--- config.mk ---
export PLATFORM = sky130hd
export DESIGN_NAME = mtimer
export DESIGN_NICKNAME = d
export VERILOG_FILES = /design/src/rtl/mtimer.sv
export SDC_FILE = /design/constraint.sdc
export NUM_CORES = 1
export LEC_CHECK = 0
export ABC_CLOCK_PERIOD_IN_PS = 4150
export CAP_MARGIN = 25
export CORE_MARGIN = 1
export CORE_UTILIZATION = 30
export DETAILED_ROUTE_END_ITERATION = 8
export PLACE_DENSITY = 0.46
export SLEW_MARGIN = 20
export SYNTH_ARGS = -nofsm -noshare
export SYNTH_HDL_FRONTEND = slang
export SYNTH_SLANG_ARGS = --single-unit
export TNS_END_PERCENT = 30
--- constraint.sdc ---
create_clock -name i_clk -period 4.15 [get_ports i_clk]
set_input_delay 0.415 -clock i_clk [delete_from_list [all_inputs] [get_ports i_clk]]
set_output_delay 0.415 -clock i_clk [all_outputs]
set_load 0.02 [all_outputs]
--- src/rtl/mtimer.sv ---
// mtimer: memory-mapped machine timer for a single-hart RV32I core.
// Holds a 64-bit free-running mtime, a 64-bit mtimecmp and a 32-bit
// snapshot of mtime[63:32] taken on every MTIME_LO read. Drives the
// registered level interrupt o_tip = (mtime >= mtimecmp).
// Optional macro ARVI_MTIMER_PRESCALE_EN adds a 16-bit PRESCALE register
// and tick divider; without it mtime advances every cycle.
module mtimer #(
    parameter int          HART_ID = 0,
    parameter logic [63:0] CMP_RST = 64'hFFFF_FFFF_FFFF_FFFF
) (
    input  logic        i_clk,
    input  logic        i_rst,
    input  logic        i_req,
    input  logic        i_we,
    input  logic [4:0]  i_addr,
    input  logic [31:0] i_wdata,
    output logic [31:0] o_rdata,
    output logic        o_ack,
    output logic        o_tip
);

    // Word offsets (byte address bits [4:2])
    localparam logic [2:0] W_MTIME_LO    = 3'd0;
    localparam logic [2:0] W_MTIME_HI    = 3'd1;
    localparam logic [2:0] W_MTIMECMP_LO = 3'd2;
    localparam logic [2:0] W_MTIMECMP_HI = 3'd3;
    localparam logic [2:0] W_PRESCALE    = 3'd4;

    logic [63:0] mtime_reg;
    logic [63:0] mtimecmp_reg;
    logic [31:0] shadow_reg;
    logic        tip_reg;
    logic        ack_reg;
    logic [31:0] rdata_reg;
    logic [31:0] rdata_next;
    logic [15:0] prescale_rd;
    logic        tick;

    logic [2:0] word;
    logic       wr_en;
    logic       rd_en;
    logic       mtime_wr;

    assign word     = i_addr[4:2];
    assign wr_en    = i_req & i_we;
    assign rd_en    = i_req & ~i_we;
    assign mtime_wr = wr_en & ((word == W_MTIME_LO) | (word == W_MTIME_HI));

    // HART_ID is reserved for multi-hart decode; byte-lane bits are ignored.
    logic unused_bits;
    assign unused_bits = ^{i_addr[1:0], 32'(HART_ID)};

`ifdef ARVI_MTIMER_PRESCALE_EN
    logic [15:0] prescale_reg;
    logic [15:0] pcnt_reg;

    assign tick        = (pcnt_reg == prescale_reg);
    assign prescale_rd = prescale_reg;

    // Prescale divider: tick when counter hits PRESCALE; any PRESCALE or mtime write restarts it
    always_ff @(posedge i_clk) begin
        if (!i_rst) begin
            prescale_reg <= 16'd0;
            pcnt_reg     <= 16'd0;
        end else begin
            if (wr_en && (word == W_PRESCALE))
                prescale_reg <= i_wdata[15:0];
            if (mtime_wr || (wr_en && (word == W_PRESCALE)) || tick)
                pcnt_reg <= 16'd0;
            else
                pcnt_reg <= pcnt_reg + 16'd1;
        end
    end
`else
    assign tick        = 1'b1;
    assign prescale_rd = 16'd0;
`endif

    // mtime: a software write to either half wins over the tick (no increment, no carry)
    always_ff @(posedge i_clk) begin
        if (!i_rst) begin
            mtime_reg <= 64'd0;
        end else if (wr_en && (word == W_MTIME_LO)) begin
            mtime_reg[31:0] <= i_wdata;
        end else if (wr_en && (word == W_MTIME_HI)) begin
            mtime_reg[63:32] <= i_wdata;
        end else if (tick) begin
            mtime_reg <= mtime_reg + 64'd1;
        end
    end

    // mtimecmp: half-word replacement on write
    always_ff @(posedge i_clk) begin
        if (!i_rst) begin
            mtimecmp_reg <= CMP_RST;
        end else if (wr_en && (word == W_MTIMECMP_LO)) begin
            mtimecmp_reg[31:0] <= i_wdata;
        end else if (wr_en && (word == W_MTIMECMP_HI)) begin
            mtimecmp_reg[63:32] <= i_wdata;
        end
    end

    // Read mux from pre-edge register values; writes and idle cycles return 0
    always_comb begin
        rdata_next = 32'd0;
        if (rd_en) begin
            case (word)
                W_MTIME_LO:    rdata_next = mtime_reg[31:0];
                W_MTIME_HI:    rdata_next = shadow_reg;
                W_MTIMECMP_LO: rdata_next = mtimecmp_reg[31:0];
                W_MTIMECMP_HI: rdata_next = mtimecmp_reg[63:32];
                W_PRESCALE:    rdata_next = {16'd0, prescale_rd};
                default:       rdata_next = 32'd0;
            endcase
        end
    end

    // Response, snapshot and interrupt registers
    always_ff @(posedge i_clk) begin
        if (!i_rst) begin
            ack_reg    <= 1'b0;
            rdata_reg  <= 32'd0;
            shadow_reg <= 32'd0;
            tip_reg    <= 1'b0;
        end else begin
            ack_reg   <= i_req;
            rdata_reg <= rdata_next;
            if (rd_en && (word == W_MTIME_LO))
                shadow_reg <= mtime_reg[63:32];
            tip_reg   <= (mtime_reg >= mtimecmp_reg);
        end
    end

    assign o_ack   = ack_reg;
    assign o_rdata = rdata_reg;
    assign o_tip   = tip_reg;

endmodule

# Word-level counts from Yosys, hierarchy flattened
# Cells that the tools add are included.
[classes] n_addsub=1 n_lt_le_gt_ge=1 n_eq_ne=4 mux=4 bitwise=4 reduce_logical=8
[op_table] cell="one-hot mux 32 bit (4 select lines)" count=1
[op_table] cell="two-way mux 32 bit" count=3
[op_table] cell="adder 64 x 1 -> 64 bit, second input constant" count=1
[op_table] cell=">= comparator 64 bit" count=1
[op_table] cell="equality test 3 x 2 -> 1 bit, second input constant" count=2
[op_table] cell="logical AND 1 bit" count=5
[op_table] cell="AND reduction 2 bit" count=2
[op_table] cell="equality test 3 x 1 -> 1 bit, second input constant" count=1
[op_table] cell="zero test 3 bit" count=1
[op_table] cell="AND 1 bit" count=2
[op_table] cell="!= test 2 bit, second input constant" count=1
[op_table] cell="NOT 1 bit" count=2
[totals] regBits=194 in_bits=41 out_inout_bits=34 elab_cells=30

# Depth between registers and ports, before layout
[depth] ltp_word=4 mapped_depth=9 depth_no_buf=8

# Worst setup path before layout
# OpenSTA, ideal clock, no wires.
[synth_path] kind="flip-flop to flip-flop" from="reg mtime_reg[0]" to="reg mtime_reg[60]" setup_time_ps=125 arrival_ps=2006 required_time_ps=4025 path_slack_ps=2020 path_stages_with_launch=9 n_path_buf=1 synth_period_minus_slack_ps=2130 path_cell_list="dfxtp_1 > ha_1 > nand3_2 > nor4_4 > nand4_2 > buf_6 > nor4_4 > xnor2_1 > o22ai_2"
[synth_via] elab_chain_cells=2
[synth_rtl] element="start: declaration" line_no="29" rtl="logic [63:0] mtime_reg;"
[synth_rtl] element="start signal: assignment" line_no="84" rtl="mtime_reg[31:0] <= i_wdata;"
[synth_rtl] element="start signal: assignment" line_no="88" rtl="mtime_reg <= mtime_reg + 64'd1;"
[synth_rtl] element="adder 64 x 1 -> 64 bit" line_no="88"
[synth_rtl] element="two-way mux 32 bit" line_no="85" rtl="end else if (wr_en && (word == W_MTIME_HI)) begin"
# Every way passes these cells.
# A chain may end at the register's enable or synchronous reset.

# Worst setup path after layout
[layout_path] from="reg mtime_reg[0]" to="reg mtime_reg[48]"
# The elaborated chain is that of the path after synthesis.

==> flow_summary.json <==
{
  "status": "complete, no violations",
  "crit_path_start_kind": "flip-flop",
  "critical_path.cell_chain": "ha_1 > nand3_2 > nor4_4 > buf_4 > nand4_2 > buf_4 > or3_1 > xor2_1 > a21oi_1",
  "min-delay-start": "shadow_reg[22]",
  "synth.cell_area_um2": 10300,
  "track_usage": 0.203,
  "path_delay_family": "simple AND/OR/NAND/NOR gates",
  "finalSetupTns_ps": 0,
  "synth-warning-count": 0,
  "relSlewSlack": 0.441,
  "pre_cts_ws_ps": 1180,
  "drt_first_pass_iters": 5,
  "cp-startpoint": "mtime_reg[0]",
  "cts_resized": 0,
  "crit_slowest_cell": "dfxtp_1",
  "ff2ff_setup_slack_ps": 1290,
  "ios": 75,
  "cts.path.max_buffers": 2,
  "grt_pass1_wl_um": 55000,
  "ys_seq_elements": 194,
  "postRouteAntennaNets": 0,
  "synth-main-ff-cell": "dfxtp_1",
  "cts_buffers": 17,
  "drc": 0,
  "via_per_inst": 5.39,
  "path_buf_inv": 2,
  "synthDistinctLibCells": 68,
  "crit_path_frequent_cell": "buf_4",
  "worstPathRequired_ps": 4530,
  "fin_nets": 1406,
  "nFillCells": 3475,
  "cts_setup_buffers": 0,
  "post-route-min-period_ps": 2860,
  "rsz0062_at_grt": "no",
  "core_area_um2": 33600,
  "r2r_start": "mtime_reg[0]",
  "antenna_found_initial": 0,
  "vias": 9480,
  "antenna_cells": 0,
  "r2r_end": "mtime_reg[48]",
  "regArea_um2": 3880,
  "die_w_um": 187,
  "cts_tree": "yes",
  "stdcell_area_um2": 12000,
  "hold_violations": 0,
  "syn_to_final_growth_pct": 17.5,
  "hold_depth": 2,
  "syn_avg_cell_area_um2": 8.07,
  "worstSetupEndpointType": "flip-flop",
  "setup_viol": 0,
  "criticalPathCategory": "flip-flop to flip-flop",
  "die_area_um2": 34900,
  "fin_util": 0.358,
  "cpPeakStageDelay_ps": 520,
  "final_cell_mix": "nand2_1 (210), dfxtp_1 (194), a21oi_1 (135)",
  "rows": 67,
  "grt_pass1_vias": 9093,
  "start_util": 0.305,
  "min_to": "shadow_reg[22]",
  "drive_above_1_share": 0.0747,
  "die_y_um": 187,
  "finalWorstSetupSlack_ps": 1290,
  "multiInputGateArea_um2": 5790,
  "finClkSkew_ps": 15.5,
  "clock_latency_ps": 450,
  "syn-num-nets": 1377,
  "htreeDepth": 4,
  "power.density_nw_per_um2": 334,
  "grt_overflow": 0,
  "routed_wl_um": 35100,
  "max_freq_ghz": 0.350,
  "p_leak_uw": 0.00461,
  "arrival_ps": 3230,
  "period_share": 0.688,
  "cp_max_fo": 10,
  "async_reset_ff_frac": 0,
  "initialDrtViolationCount": 681,
  "peakVddDrop_mv": 0.290,
  "synth_seq_area_share": 0.379,
  "clk_pin_slew_worst_paths_ps": 70,
  "dp_hpwl_um": 24100,
  "synth_edf_count": 0,
  "reg2reg_depth": 9,
  "hold_buffers": 0,
  "maxCapViolCount": 0,
  "postSynthCellCount": 1271,
  "min_path_type": "flip-flop to flip-flop",
  "root_buffer": "clkbuf_16",
  "wire_per_inst_um": 19.9,
  "io_buffers": 72,
  "gp_congestion": 0.801,
  "drv_slew": 0,
  "grt_max_degree": 65,
  "cts_sinks": 194,
  "final_common_cell": "nand2_1",
  "place_area_um2": 11400,
  "worst_pin_slew_ps": 837
}
power breakdown:
part / switching, µW / internal, µW / leakage (µW) / total, µW
Combinational: 184 / 115 / 0.00273 / 300
Clock: 805 / 983 / 0.000300 / 1790
Sequential: 39.8 / 1890 / 0.00157 / 1930
Total: 1030 / 2990 / 0.00461 / 4020
worst max-delay path by stage:
stage | end | slack [ps] | cells past startpoint
after floorplan | mtime_reg[60] | 2020 | 8
after global placement | mtime_reg[29] | 1150 | 8
after detailed placement | mtime_reg[29] | 1180 | 8
after CTS | o_tip | 1290 | 7
after global routing | mtime_reg[63] | 1100 | 6
final | mtime_reg[48] | 1290 | 9
Yosys cell counts, types with 3 or more instances:
cell      count  area share
o211ai_1     68       0.050
o311ai_0      3      0.0026
a31oi_1       9      0.0055
nor4_4        3      0.0062
or3_1         5      0.0031
and2_1        4      0.0024
nor2b_1       5      0.0031
inv_1        74       0.027
a22oi_1      72       0.053
mux2i_1       7      0.0068
ha_1         65       0.079
nand3_2       3      0.0029
xor2_1        7      0.0060
buf_2         6      0.0029
and4_1        6      0.0051
a221oi_1     11      0.0094
clkbuf_1     62       0.023
and3_1       12      0.0073
nor3_2        4      0.0039
nor4_1       13      0.0079
nor2_1       48       0.018
nor3_1       28       0.014
a311oi_1      3      0.0026
nand2_1     210       0.077
nand4_1      24       0.015
xnor2_1      10      0.0085
nand3_1      34       0.017
buf_1        14      0.0051
a21oi_1     135       0.066
o21a_1        5      0.0037
o22ai_1       5      0.0031
dfxtp_1     194        0.38
a211oi_1     13      0.0095
o21ai_0      54       0.026
nor3b_1       3      0.0022
mux2_2       10       0.011
final cells by class:
type                    count  share of cell area
clock buffers              19              0.0376
clock inverters            12              0.0130
inverters                  75              0.0234
multi-input cells         916               0.480
flip-flops and latches    194               0.322
well taps                 448              0.0465
repair buffers             96              0.0767
per-layer routing:
metal | global-route usage | up-vias | routed length, µm
met5 | 0 | - | 0
met4 | 0.0533 | 0 | 580
met3 | 0.0296 | 33 | 1200
met2 | 0.329 | 194 | 16300
met1 | 0.281 | 4579 | 17000
li1 | - | 4674 | -
worst min-delay path, stage by stage (launching register included):
cell and delay, ps:
dfxtp_1 310, nand2_1 50, a21oi_1 50
kinds of logic after synthesis:
kind of cell               count (synthesis)  share of synthesized area
and+or+nand+nor                          421                      0.201
AOI/OAI and AO/OA                        395                      0.246
DFF                                      194                      0.379
buffers and inverters                    161                     0.0613
adders and majority gates                 65                     0.0793
muxes                                     18                     0.0189
xor gates and xnor gates                  17                     0.0145
stage by stage:
stage | cells | hold slack [ps] | power [µW]
2_1_floorplan | 1271 | 436 | 2130
3_3_place_gp | 1728 | 443 | 2270
3_5_place_dp | 1729 | 448 | 2280
4_1_cts | 1760 | 457 | 4060
5_1_grt | 1760 | 470 | 4160
6_report | 1760 | 456 | 4020
Power figures use the tool's default switching activity.
